[src/rtl/lc3_ctrl_fsm_pkg.sv]
// Shared state encoding, opcode constants, mux encodings and control word for the LC-3 sequencer.
// Pure definitions: no latency and no handshake of its own.
package lc3_ctrl_pkg;

    typedef enum logic [4:0] {
        S_HALTED,
        S_FETCH1,
        S_FETCH2,
        S_FETCH3,
        S_PAUSE_IR1,
        S_PAUSE_IR2,
        S_DECODE,
        S_ADD,
        S_AND,
        S_NOT,
        S_BR,
        S_BR_TAKE,
        S_JMP,
        S_JSR,
        S_JSR_OFF,
        S_JSRR,
        S_LDR1,
        S_LDR2,
        S_LDR3,
        S_STR1,
        S_STR2,
        S_STR3,
        S_PAUSE1,
        S_PAUSE2
    } state_t;

    localparam logic [3:0] OP_BR    = 4'b0000;
    localparam logic [3:0] OP_ADD   = 4'b0001;
    localparam logic [3:0] OP_JSR   = 4'b0100;
    localparam logic [3:0] OP_AND   = 4'b0101;
    localparam logic [3:0] OP_LDR   = 4'b0110;
    localparam logic [3:0] OP_STR   = 4'b0111;
    localparam logic [3:0] OP_NOT   = 4'b1001;
    localparam logic [3:0] OP_JMP   = 4'b1100;
    localparam logic [3:0] OP_PAUSE = 4'b1101;

    localparam logic [1:0] PCMUX_INC  = 2'b00;
    localparam logic [1:0] PCMUX_BUS  = 2'b01;
    localparam logic [1:0] PCMUX_ADDR = 2'b10;

    localparam logic [1:0] ADDR2_ZERO  = 2'b00;
    localparam logic [1:0] ADDR2_OFF6  = 2'b01;
    localparam logic [1:0] ADDR2_OFF9  = 2'b10;
    localparam logic [1:0] ADDR2_OFF11 = 2'b11;

    localparam logic [1:0] ALUK_ADD  = 2'b00;
    localparam logic [1:0] ALUK_AND  = 2'b01;
    localparam logic [1:0] ALUK_NOT  = 2'b10;
    localparam logic [1:0] ALUK_PASS = 2'b11;

    typedef struct packed {
        logic       ld_mar;
        logic       ld_mdr;
        logic       ld_ir;
        logic       ld_ben;
        logic       ld_cc;
        logic       ld_reg;
        logic       ld_pc;
        logic       ld_led;
        logic       gate_pc;
        logic       gate_mdr;
        logic       gate_alu;
        logic       gate_marmux;
        logic [1:0] pcmux;
        logic       drmux;
        logic       sr1mux;
        logic       sr2mux;
        logic       addr1mux;
        logic [1:0] addr2mux;
        logic [1:0] aluk;
        logic       mem_oe;
        logic       mem_we;
    } ctrl_t;

    // Idle word: every load/gate low, SRAM strobes (active-low) released.
    function automatic ctrl_t ctrl_idle();
        ctrl_t c;
        c        = '0;
        c.mem_oe = 1'b1;
        c.mem_we = 1'b1;
        return c;
    endfunction

endpackage

[src/rtl/lc3_ctrl_fsm_mem_wait_ctr.sv]
// Loadable down-counter with zero flag that times SRAM strobes; load/decrement take effect next edge.
// No backpressure: decrement saturates at zero, load has priority.
module mem_wait_ctr #(
    parameter int WIDTH = 4
) (
    input  logic             Clk,
    input  logic             Reset,
    input  logic             load,
    input  logic [WIDTH-1:0] load_val,
    input  logic             dec,
    output logic             zero
);

    logic [WIDTH-1:0] cnt;

    always_ff @(posedge Clk or negedge Reset) begin
        if (!Reset) begin
            cnt <= '0;
        end else if (load) begin
            cnt <= load_val;
        end else if (dec && (cnt != '0)) begin
            cnt <= cnt - 1'b1;
        end
    end

    assign zero = (cnt == '0);

endmodule

[src/rtl/lc3_ctrl_fsm.sv]
// LC-3 instruction sequencer: one state per control step, outputs decoded from state (plus wait-counter/IR bits).
// Latency per instruction fixed by opcode and MEM_WAIT; stalls only in PAUSE states on the Continue switch.
module lc3_ctrl_fsm
    import lc3_ctrl_pkg::*;
#(
    parameter int MEM_WAIT = 2,
    parameter bit PAUSE_EN = 1'b0
) (
    input  logic       Clk,
    input  logic       Reset,
    input  logic       Run,
    input  logic       Continue,
    input  logic [3:0] Opcode,
    input  logic       IR_5,
    input  logic       IR_11,
    input  logic       BEN,
    output logic       LD_MAR,
    output logic       LD_MDR,
    output logic       LD_IR,
    output logic       LD_BEN,
    output logic       LD_CC,
    output logic       LD_REG,
    output logic       LD_PC,
    output logic       LD_LED,
    output logic       GatePC,
    output logic       GateMDR,
    output logic       GateALU,
    output logic       GateMARMUX,
    output logic [1:0] PCMUX,
    output logic       DRMUX,
    output logic       SR1MUX,
    output logic       SR2MUX,
    output logic       ADDR1MUX,
    output logic [1:0] ADDR2MUX,
    output logic [1:0] ALUK,
    output logic       Mem_CE,
    output logic       Mem_UB,
    output logic       Mem_LB,
    output logic       Mem_OE,
    output logic       Mem_WE
);

    localparam logic [3:0] WAIT_LOAD = 4'(MEM_WAIT - 1);

    state_t state, state_nxt;
    ctrl_t  ctl;
    logic   ctr_load;
    logic   ctr_dec;
    logic   ctr_zero;

    mem_wait_ctr #(.WIDTH(4)) u_wait_ctr (
        .Clk      (Clk),
        .Reset    (Reset),
        .load     (ctr_load),
        .load_val (WAIT_LOAD),
        .dec      (ctr_dec),
        .zero     (ctr_zero)
    );

    always_ff @(posedge Clk or negedge Reset) begin
        if (!Reset) begin
            state <= S_HALTED;
        end else begin
            state <= state_nxt;
        end
    end

    always_comb begin
        state_nxt = state;
        ctl       = ctrl_idle();
        ctr_load  = 1'b0;
        ctr_dec   = 1'b0;

        case (state)
            S_HALTED: begin
                if (Run) state_nxt = S_FETCH1;
            end
            S_FETCH1: begin
                ctl.gate_pc = 1'b1;
                ctl.ld_mar  = 1'b1;
                ctl.ld_pc   = 1'b1;
                ctl.pcmux   = PCMUX_INC;
                ctr_load    = 1'b1;
                state_nxt   = S_FETCH2;
            end
            S_FETCH2: begin
                ctl.mem_oe = 1'b0;
                ctl.ld_mdr = ctr_zero;
                ctr_dec    = 1'b1;
                if (ctr_zero) state_nxt = S_FETCH3;
            end
            S_FETCH3: begin
                ctl.gate_mdr = 1'b1;
                ctl.ld_ir    = 1'b1;
                state_nxt    = PAUSE_EN ? S_PAUSE_IR1 : S_DECODE;
            end
            S_PAUSE_IR1: begin
                if (Continue) state_nxt = S_PAUSE_IR2;
            end
            S_PAUSE_IR2: begin
                if (!Continue) state_nxt = S_DECODE;
            end
            S_DECODE: begin
                ctl.ld_ben = 1'b1;
                case (Opcode)
                    OP_ADD:   state_nxt = S_ADD;
                    OP_AND:   state_nxt = S_AND;
                    OP_NOT:   state_nxt = S_NOT;
                    OP_BR:    state_nxt = S_BR;
                    OP_JMP:   state_nxt = S_JMP;
                    OP_JSR:   state_nxt = S_JSR;
                    OP_LDR:   state_nxt = S_LDR1;
                    OP_STR:   state_nxt = S_STR1;
                    OP_PAUSE: state_nxt = S_PAUSE1;
                    default:  state_nxt = S_FETCH1;
                endcase
            end
            S_ADD, S_AND, S_NOT: begin
                ctl.sr1mux   = 1'b1;
                ctl.sr2mux   = IR_5;
                ctl.aluk     = (state == S_ADD) ? ALUK_ADD :
                               (state == S_AND) ? ALUK_AND : ALUK_NOT;
                ctl.gate_alu = 1'b1;
                ctl.ld_reg   = 1'b1;
                ctl.ld_cc    = 1'b1;
                state_nxt    = S_FETCH1;
            end
            S_BR: begin
                state_nxt = BEN ? S_BR_TAKE : S_FETCH1;
            end
            S_BR_TAKE: begin
                ctl.addr1mux = 1'b0;
                ctl.addr2mux = ADDR2_OFF9;
                ctl.pcmux    = PCMUX_ADDR;
                ctl.ld_pc    = 1'b1;
                state_nxt    = S_FETCH1;
            end
            // JSRR reuses the JMP datapath setting: PC <= SR1 + 0.
            S_JMP, S_JSRR: begin
                ctl.sr1mux   = 1'b1;
                ctl.addr1mux = 1'b1;
                ctl.addr2mux = ADDR2_ZERO;
                ctl.pcmux    = PCMUX_ADDR;
                ctl.ld_pc    = 1'b1;
                state_nxt    = S_FETCH1;
            end
            S_JSR: begin
                ctl.gate_pc = 1'b1;
                ctl.drmux   = 1'b1;
                ctl.ld_reg  = 1'b1;
                state_nxt   = IR_11 ? S_JSR_OFF : S_JSRR;
            end
            S_JSR_OFF: begin
                ctl.addr1mux = 1'b0;
                ctl.addr2mux = ADDR2_OFF11;
                ctl.pcmux    = PCMUX_ADDR;
                ctl.ld_pc    = 1'b1;
                state_nxt    = S_FETCH1;
            end
            S_LDR1, S_STR1: begin
                ctl.sr1mux      = 1'b1;
                ctl.addr1mux    = 1'b1;
                ctl.addr2mux    = ADDR2_OFF6;
                ctl.gate_marmux = 1'b1;
                ctl.ld_mar      = 1'b1;
                ctr_load        = (state == S_LDR1);
                state_nxt       = (state == S_LDR1) ? S_LDR2 : S_STR2;
            end
            S_LDR2: begin
                ctl.mem_oe = 1'b0;
                ctl.ld_mdr = ctr_zero;
                ctr_dec    = 1'b1;
                if (ctr_zero) state_nxt = S_LDR3;
            end
            S_LDR3: begin
                ctl.gate_mdr = 1'b1;
                ctl.ld_reg   = 1'b1;
                ctl.ld_cc    = 1'b1;
                ctl.drmux    = 1'b0;
                state_nxt    = S_FETCH1;
            end
            S_STR2: begin
                ctl.sr1mux   = 1'b0;
                ctl.aluk     = ALUK_PASS;
                ctl.gate_alu = 1'b1;
                ctl.ld_mdr   = 1'b1;
                ctr_load     = 1'b1;
                state_nxt    = S_STR3;
            end
            S_STR3: begin
                ctl.mem_we = 1'b0;
                ctr_dec    = 1'b1;
                if (ctr_zero) state_nxt = S_FETCH1;
            end
            // Two-step handshake so a held Continue advances only one step.
            S_PAUSE1: begin
                ctl.ld_led = 1'b1;
                if (Continue) state_nxt = S_PAUSE2;
            end
            S_PAUSE2: begin
                if (!Continue) state_nxt = S_FETCH1;
            end
            default: begin
                state_nxt = S_HALTED;
            end
        endcase
    end

    assign LD_MAR     = ctl.ld_mar;
    assign LD_MDR     = ctl.ld_mdr;
    assign LD_IR      = ctl.ld_ir;
    assign LD_BEN     = ctl.ld_ben;
    assign LD_CC      = ctl.ld_cc;
    assign LD_REG     = ctl.ld_reg;
    assign LD_PC      = ctl.ld_pc;
    assign LD_LED     = ctl.ld_led;
    assign GatePC     = ctl.gate_pc;
    assign GateMDR    = ctl.gate_mdr;
    assign GateALU    = ctl.gate_alu;
    assign GateMARMUX = ctl.gate_marmux;
    assign PCMUX      = ctl.pcmux;
    assign DRMUX      = ctl.drmux;
    assign SR1MUX     = ctl.sr1mux;
    assign SR2MUX     = ctl.sr2mux;
    assign ADDR1MUX   = ctl.addr1mux;
    assign ADDR2MUX   = ctl.addr2mux;
    assign ALUK       = ctl.aluk;
    assign Mem_CE     = 1'b0;
    assign Mem_UB     = 1'b0;
    assign Mem_LB     = 1'b0;
    assign Mem_OE     = ctl.mem_oe;
    assign Mem_WE     = ctl.mem_we;

endmodule
[config.mk]
export PLATFORM = sky130hd
export DESIGN_NAME = lc3_ctrl_fsm
export DESIGN_NICKNAME = d
export VERILOG_FILES = /design/src/rtl/lc3_ctrl_fsm_pkg.sv /design/src/rtl/lc3_ctrl_fsm_mem_wait_ctr.sv /design/src/rtl/lc3_ctrl_fsm.sv
export SDC_FILE = /design/constraint.sdc
export NUM_CORES = 1
export LEC_CHECK = 0
export ABC_AREA = 1
export BUFFER_PORTS_ARGS = -buffer_cell sky130_fd_sc_hd__buf_2
export CAP_MARGIN = 20
export CORE_ASPECT_RATIO = 0.7
export CORE_MARGIN = 2
export CORE_UTILIZATION = 51
export CTS_CLUSTER_DIAMETER = 200
export CTS_CLUSTER_SIZE = 8
export DETAILED_ROUTE_END_ITERATION = 8
export GPL_TIMING_DRIVEN = 0
export PLACE_DENSITY = 0.85
export SYNTH_ARGS = -nofsm -noshare
export SYNTH_HDL_FRONTEND = slang
export SYNTH_SLANG_ARGS = --single-unit
[constraint.sdc]
create_clock -name Clk -period 1.6 [get_ports Clk]
set_input_delay 0.16 -clock Clk [delete_from_list [all_inputs] [get_ports Clk]]
set_output_delay 0.16 -clock Clk [all_outputs]
set_load 0.02 [all_outputs]
==> flow_summary.yaml, run 1 <==
status:
  status: "stopped before the end"
  haltStage: "5_1_grt"
  error: "[ERROR GRT-0232] Routing congestion too high. Check the congestion heatmap in the GUI."
synth:
  syn_area_sq_um: 1230
  syn_inst: 209
  avgSynthCellArea_sq_um: 5.88
  synth-seq-cells: 9
  yosys_warnings: 0
  post_synth_num_cell_types: 28
  ys_seq_area_share_pct: 18.3
timing:
  worstEpCategory: "primary output"
  worstEndpointGrtRepair: "SR1MUX"
die:
  io_pins: 38
  start_util_pct: 55.7
  die_h_microns: 45.1
  die_w_microns: 62.7
  num_rows: 14
cts:
  cts_max_level: 1
  clock-root-buffer: "clkbuf_4"
  cts.sinks: 9
  cts_buffers: 3
  clk_path_buf_depth: 2
placement:
  place.gp.congestion: 0.927
  dp_hpwl_mm: 2.35
  port_buffers: 32
global_routing:
  grt.total_usage_pct: 71.4
  grt_max_degree: 10
  overflow: 47
[logic make-up after synthesis]
family,share of synthesized area [%]
AND/OR/NAND/NOR,52.2
XOR/XNOR,1.42
multiplexers,0.814
flip-flops,18.3
other,0.305
AO/OA/AOI/OAI,6.51
adder cells (fa/ha/maj),6.10
buffers and inverters,14.3
[synthesized netlist by cell type]
| cell type | count | area, sq um |
|---|---|---|
| dfrtp_1 | 9 | 225 |
| nor2_1 | 28 | 105 |
| nand2_2 | 5 | 31.3 |
| nor3_1 | 2 | 10.0 |
| nand4_1 | 2 | 12.5 |
| o21ai_0 | 5 | 25.0 |
| nand2_4 | 2 | 22.5 |
| nand3_1 | 18 | 90.1 |
| nand2_1 | 67 | 251 |
| xor2_1 | 1 | 8.76 |
| o22ai_1 | 1 | 6.26 |
| o21ai_4 | 1 | 16.3 |
| nand3_2 | 4 | 40.0 |
| nor2_2 | 3 | 18.8 |
| clkbuf_8 | 1 | 13.8 |
| buf_2 | 1 | 5.00 |
| nor2_4 | 4 | 45.0 |
| o21ai_1 | 3 | 15.0 |
| inv_1 | 28 | 105 |
| o211ai_1 | 1 | 7.51 |
| buf_4 | 4 | 30.0 |
| a21oi_1 | 2 | 10.0 |
| ha_1 | 6 | 75.1 |
| conb_1 | 1 | 3.75 |
| xnor2_1 | 1 | 8.76 |
| inv_2 | 6 | 22.5 |
| mux2i_1 | 1 | 10.0 |
| nand3b_1 | 2 | 15.0 |
[metal layers]
| layer | global-route usage [%] | GRT overflow |
|---|---|---|
| met1 | 68.3 | 0 |
| met2 | 98.1 | 40 |
| met3 | 48.1 | 0 |
| met4 | 80.4 | 7 |
| met5 | 16.1 | 0 |
[through the flow]
stage	area, sq um	setup TNS, ps	util, %	instances	worst slack (ps)
CTS	1800	-642	81.5	301	-74.0
floorplan	1240	0	-	212	62.7
detailed placement	1440	0	65.4	276	24.9
global placement	1440	0	65.4	276	57.5
[repair_timing]
item,in CTS
cloned,1
gates resized for setup,53
endpoints found under the setup margin,20
endpoints found under the hold margin,9
setup buffers,19
hold buffers,1
pin swaps,11
==> run 2, diff against run 1 <==
--- a/config.mk
+++ b/config.mk
@@ -8,14 +8,11 @@
 export ABC_AREA = 1
 export BUFFER_PORTS_ARGS = -buffer_cell sky130_fd_sc_hd__buf_2
 export CAP_MARGIN = 20
-export CORE_ASPECT_RATIO = 0.7
-export CORE_MARGIN = 2
-export CORE_UTILIZATION = 51
-export CTS_CLUSTER_DIAMETER = 200
-export CTS_CLUSTER_SIZE = 8
+export CORE_AREA = 2 2 63 65
 export DETAILED_ROUTE_END_ITERATION = 8
+export DIE_AREA = 0 0 65 67
 export GPL_TIMING_DRIVEN = 0
-export PLACE_DENSITY = 0.85
+export PLACE_DENSITY_LB_ADDON = 0.15
 export SYNTH_ARGS = -nofsm -noshare
 export SYNTH_HDL_FRONTEND = slang
 export SYNTH_SLANG_ARGS = --single-unit
==> run 2 against run 1 <==
  * The flow now finishes, with violations (setup timing)
  * Synthesized cell count is the same
  * Synthesized area did not move
==> flow_summary.yaml, run 2 <==
cts:
  clkLatencyLatePin_ps: 220
  clk_path_buf_depth: 2
  cts_buffers: 3
  cts.sinks: 9
  cts_tree: "done"
  cts_max_level: 1
  clock-root-buffer: "clkbuf_8"
  clkTransAtPathRegs_ps: 40
timing:
  rsz0062_at_grt: "true"
  whs_ps: 225
  setup_viol: 16
  clock_skew_ps: 0.545
  maxSlewViolCount: 0
  max_freq_mhz: 587
  fin_ws_ps: -104
  fin_crit_ps: 1700
  finalSetupTns_ps: -676
  hold_viol: 0
  period_share_pct: 107
synth:
  synth_edf_count: 0
  post_synth_num_cell_types: 28
  synth-seq-cells: 9
  ys_seq_area_share_pct: 18.3
  synth-async-reset-ratio_pct: 100
  synthFlopType: "dfrtp_1"
  yosysTopAreaCell: "nand2_1"
  synth.area.top_cells: "nand2_1 20%, dfrtp_1 18%, inv_1 8.5%"
  yosys_warnings: 0
  synth_common_cells: "67 x nand2_1, 28 x inv_1, 28 x nor2_1"
  syn_inst: 209
  avgSynthCellArea_sq_um: 5.88
  netlist.area_leader.share_pct: 20.4
  synth_most_common_cell: "nand2_1"
  syn_area_sq_um: 1230
global_routing:
  antenna_found_initial: 0
  grt.total_usage_pct: 16.3
  overflow: 0
  grt_pass1_vias: 1283
  grt_max_degree: 10
  grt_pass1_wl_mm: 5.57
die:
  coreArea_sq_um: 3610
  die_h_microns: 67
  io_pins: 38
  die_w_microns: 65
  start_util_pct: 34.1
  die-area_sq_um: 4360
  num_rows: 22
power:
  cellPowerDensity_nw_per_um2: 1460
  leakage_uw: 0.00117
  ir_drop_mv: 0.583
setup_path:
  required_ps: 1440
  cp_max_fo: 5
  cp-start-kind: "flop"
  path_class: "reg -> out"
  endpoint_kind: "output pin"
  critPathArrivalTime_ps: 1540
cells_and_area:
  final_cell_mix: "53 x nand2_1, 26 x buf_4, 20 x nor2_1"
  drive_above_1_share_pct: 47.4
  fillerInstances: 352
  layout_commonest_cell: "nand2_1"
  nets: 292
  syn2layout_area_growth_pct: 61.4
  antennaDiodeCount: 0
  max_flop_register: "state"
  reg_top3: "state (5), u_wait_ctr.cnt (4)"
  final_cells: 322
  utilization_pct: 55.1
  largest_reg_flops: 5
route:
  firstDrtPassIters: 4
  wirelength_mm: 3.57
  drt-initial-drc-count: 73
  vias_per_cell: 4.54
  drc_errors: 0
  detail_route.wl_per_cell_microns: 11.1
  vias: 1462
  ant_nets: 0
placement:
  dp_hpwl_mm: 2.52
  place_ws_ps: -12.0
  place.gp.congestion: 0.884
  dp_cells: 292
  port_buffers: 32
status:
  status: "finished, violations left"
  failed_checks: "setup timing"
min_path:
  hold_class: "in -> reg"
job:
  maxCapViolCount: 0
[run 2: through the flow]
| step | power (uW) | instance area [sq um] |
|---|---|---|
| finish | 2890 | 1990 |
| global route | 3140 | 1990 |
| CTS | 2590 | 1790 |
| detailed placement | 1930 | 1460 |
| global placement | 1940 | 1460 |
| floorplan | 1550 | 1240 |
[run 2: power by group]
group          total [uW]  leakage, uW  internal (uW)  switching [uW]
Clock                 250    0.0000228            172            77.1
Combinational        2180      0.00104            917            1260
Sequential            463     0.000112            310             153
Total                2890      0.00117           1400            1490
[run 2: final cells by class]
type / count / area, sq um / area share [%]
buffer: 6 / 50.0 / 2.52
clock buffer: 4 / 45.0 / 2.27
inverter: 34 / 135 / 6.81
multi-input combinational: 163 / 992 / 50.0
sequential: 9 / 229 / 11.5
tap: 48 / 60.1 / 3.02
timing repair buffer: 58 / 474 / 23.9
[run 2: logic make-up after synthesis]
logic type                 count (synthesis)  share of synthesized area [%]
AOI/OAI and AO/OA                         13                           6.51
xor gates and xnor gates                   2                           1.42
adders and majority gates                  6                           6.10
buffers and inverters                     40                           14.3
DFF                                        9                           18.3
muxes                                      1                          0.814
other                                      1                          0.305
and+or+nand+nor                          137                           52.2
[run 2: path summary, 6_finish.rpt]
check                                  start           endpoint  slack (ps)  depth (start not counted)
setup / recovery                    state[4]             SR1MUX        -100                          8
hold reg to reg            u_wait_ctr.cnt[0]  u_wait_ctr.cnt[0]         520                          2
setup reg to reg                    state[4]  u_wait_ctr.cnt[3]         -30                         10
max in group asynchronous              Reset           state[0]        1100                          2
min in group asynchronous              Reset  u_wait_ctr.cnt[1]         310                          2
hold / removal                           BEN           state[3]         220                          3
[run 2: critical path: stages (launching register included)]
cell	delay, ps
dfrtp_1	380
buf_8	150
buf_6	130
nor2_4	160
nand2_2	100
nand3_4	110
inv_2	50
nand4_1	80
buf_4	150
[run 2: layer usage]
metal  wire length, microns  GRT usage, %  up-vias
met3                    151          2.20        0
li1                       -             -      770
met5                      0             0        -
met4                      0          3.99        0
met2                   1830          28.0       33
met1                   1600          21.6      659
[run 2: repair_timing]
item	CTS	global route
pin swaps	9	9
hold buffers	1	0
gates resized for setup	46	39
hold endpoints to repair	9	0
setup buffers	17	8
endpoints found under the setup margin	20	27
(Power assumes the default switching activity.)
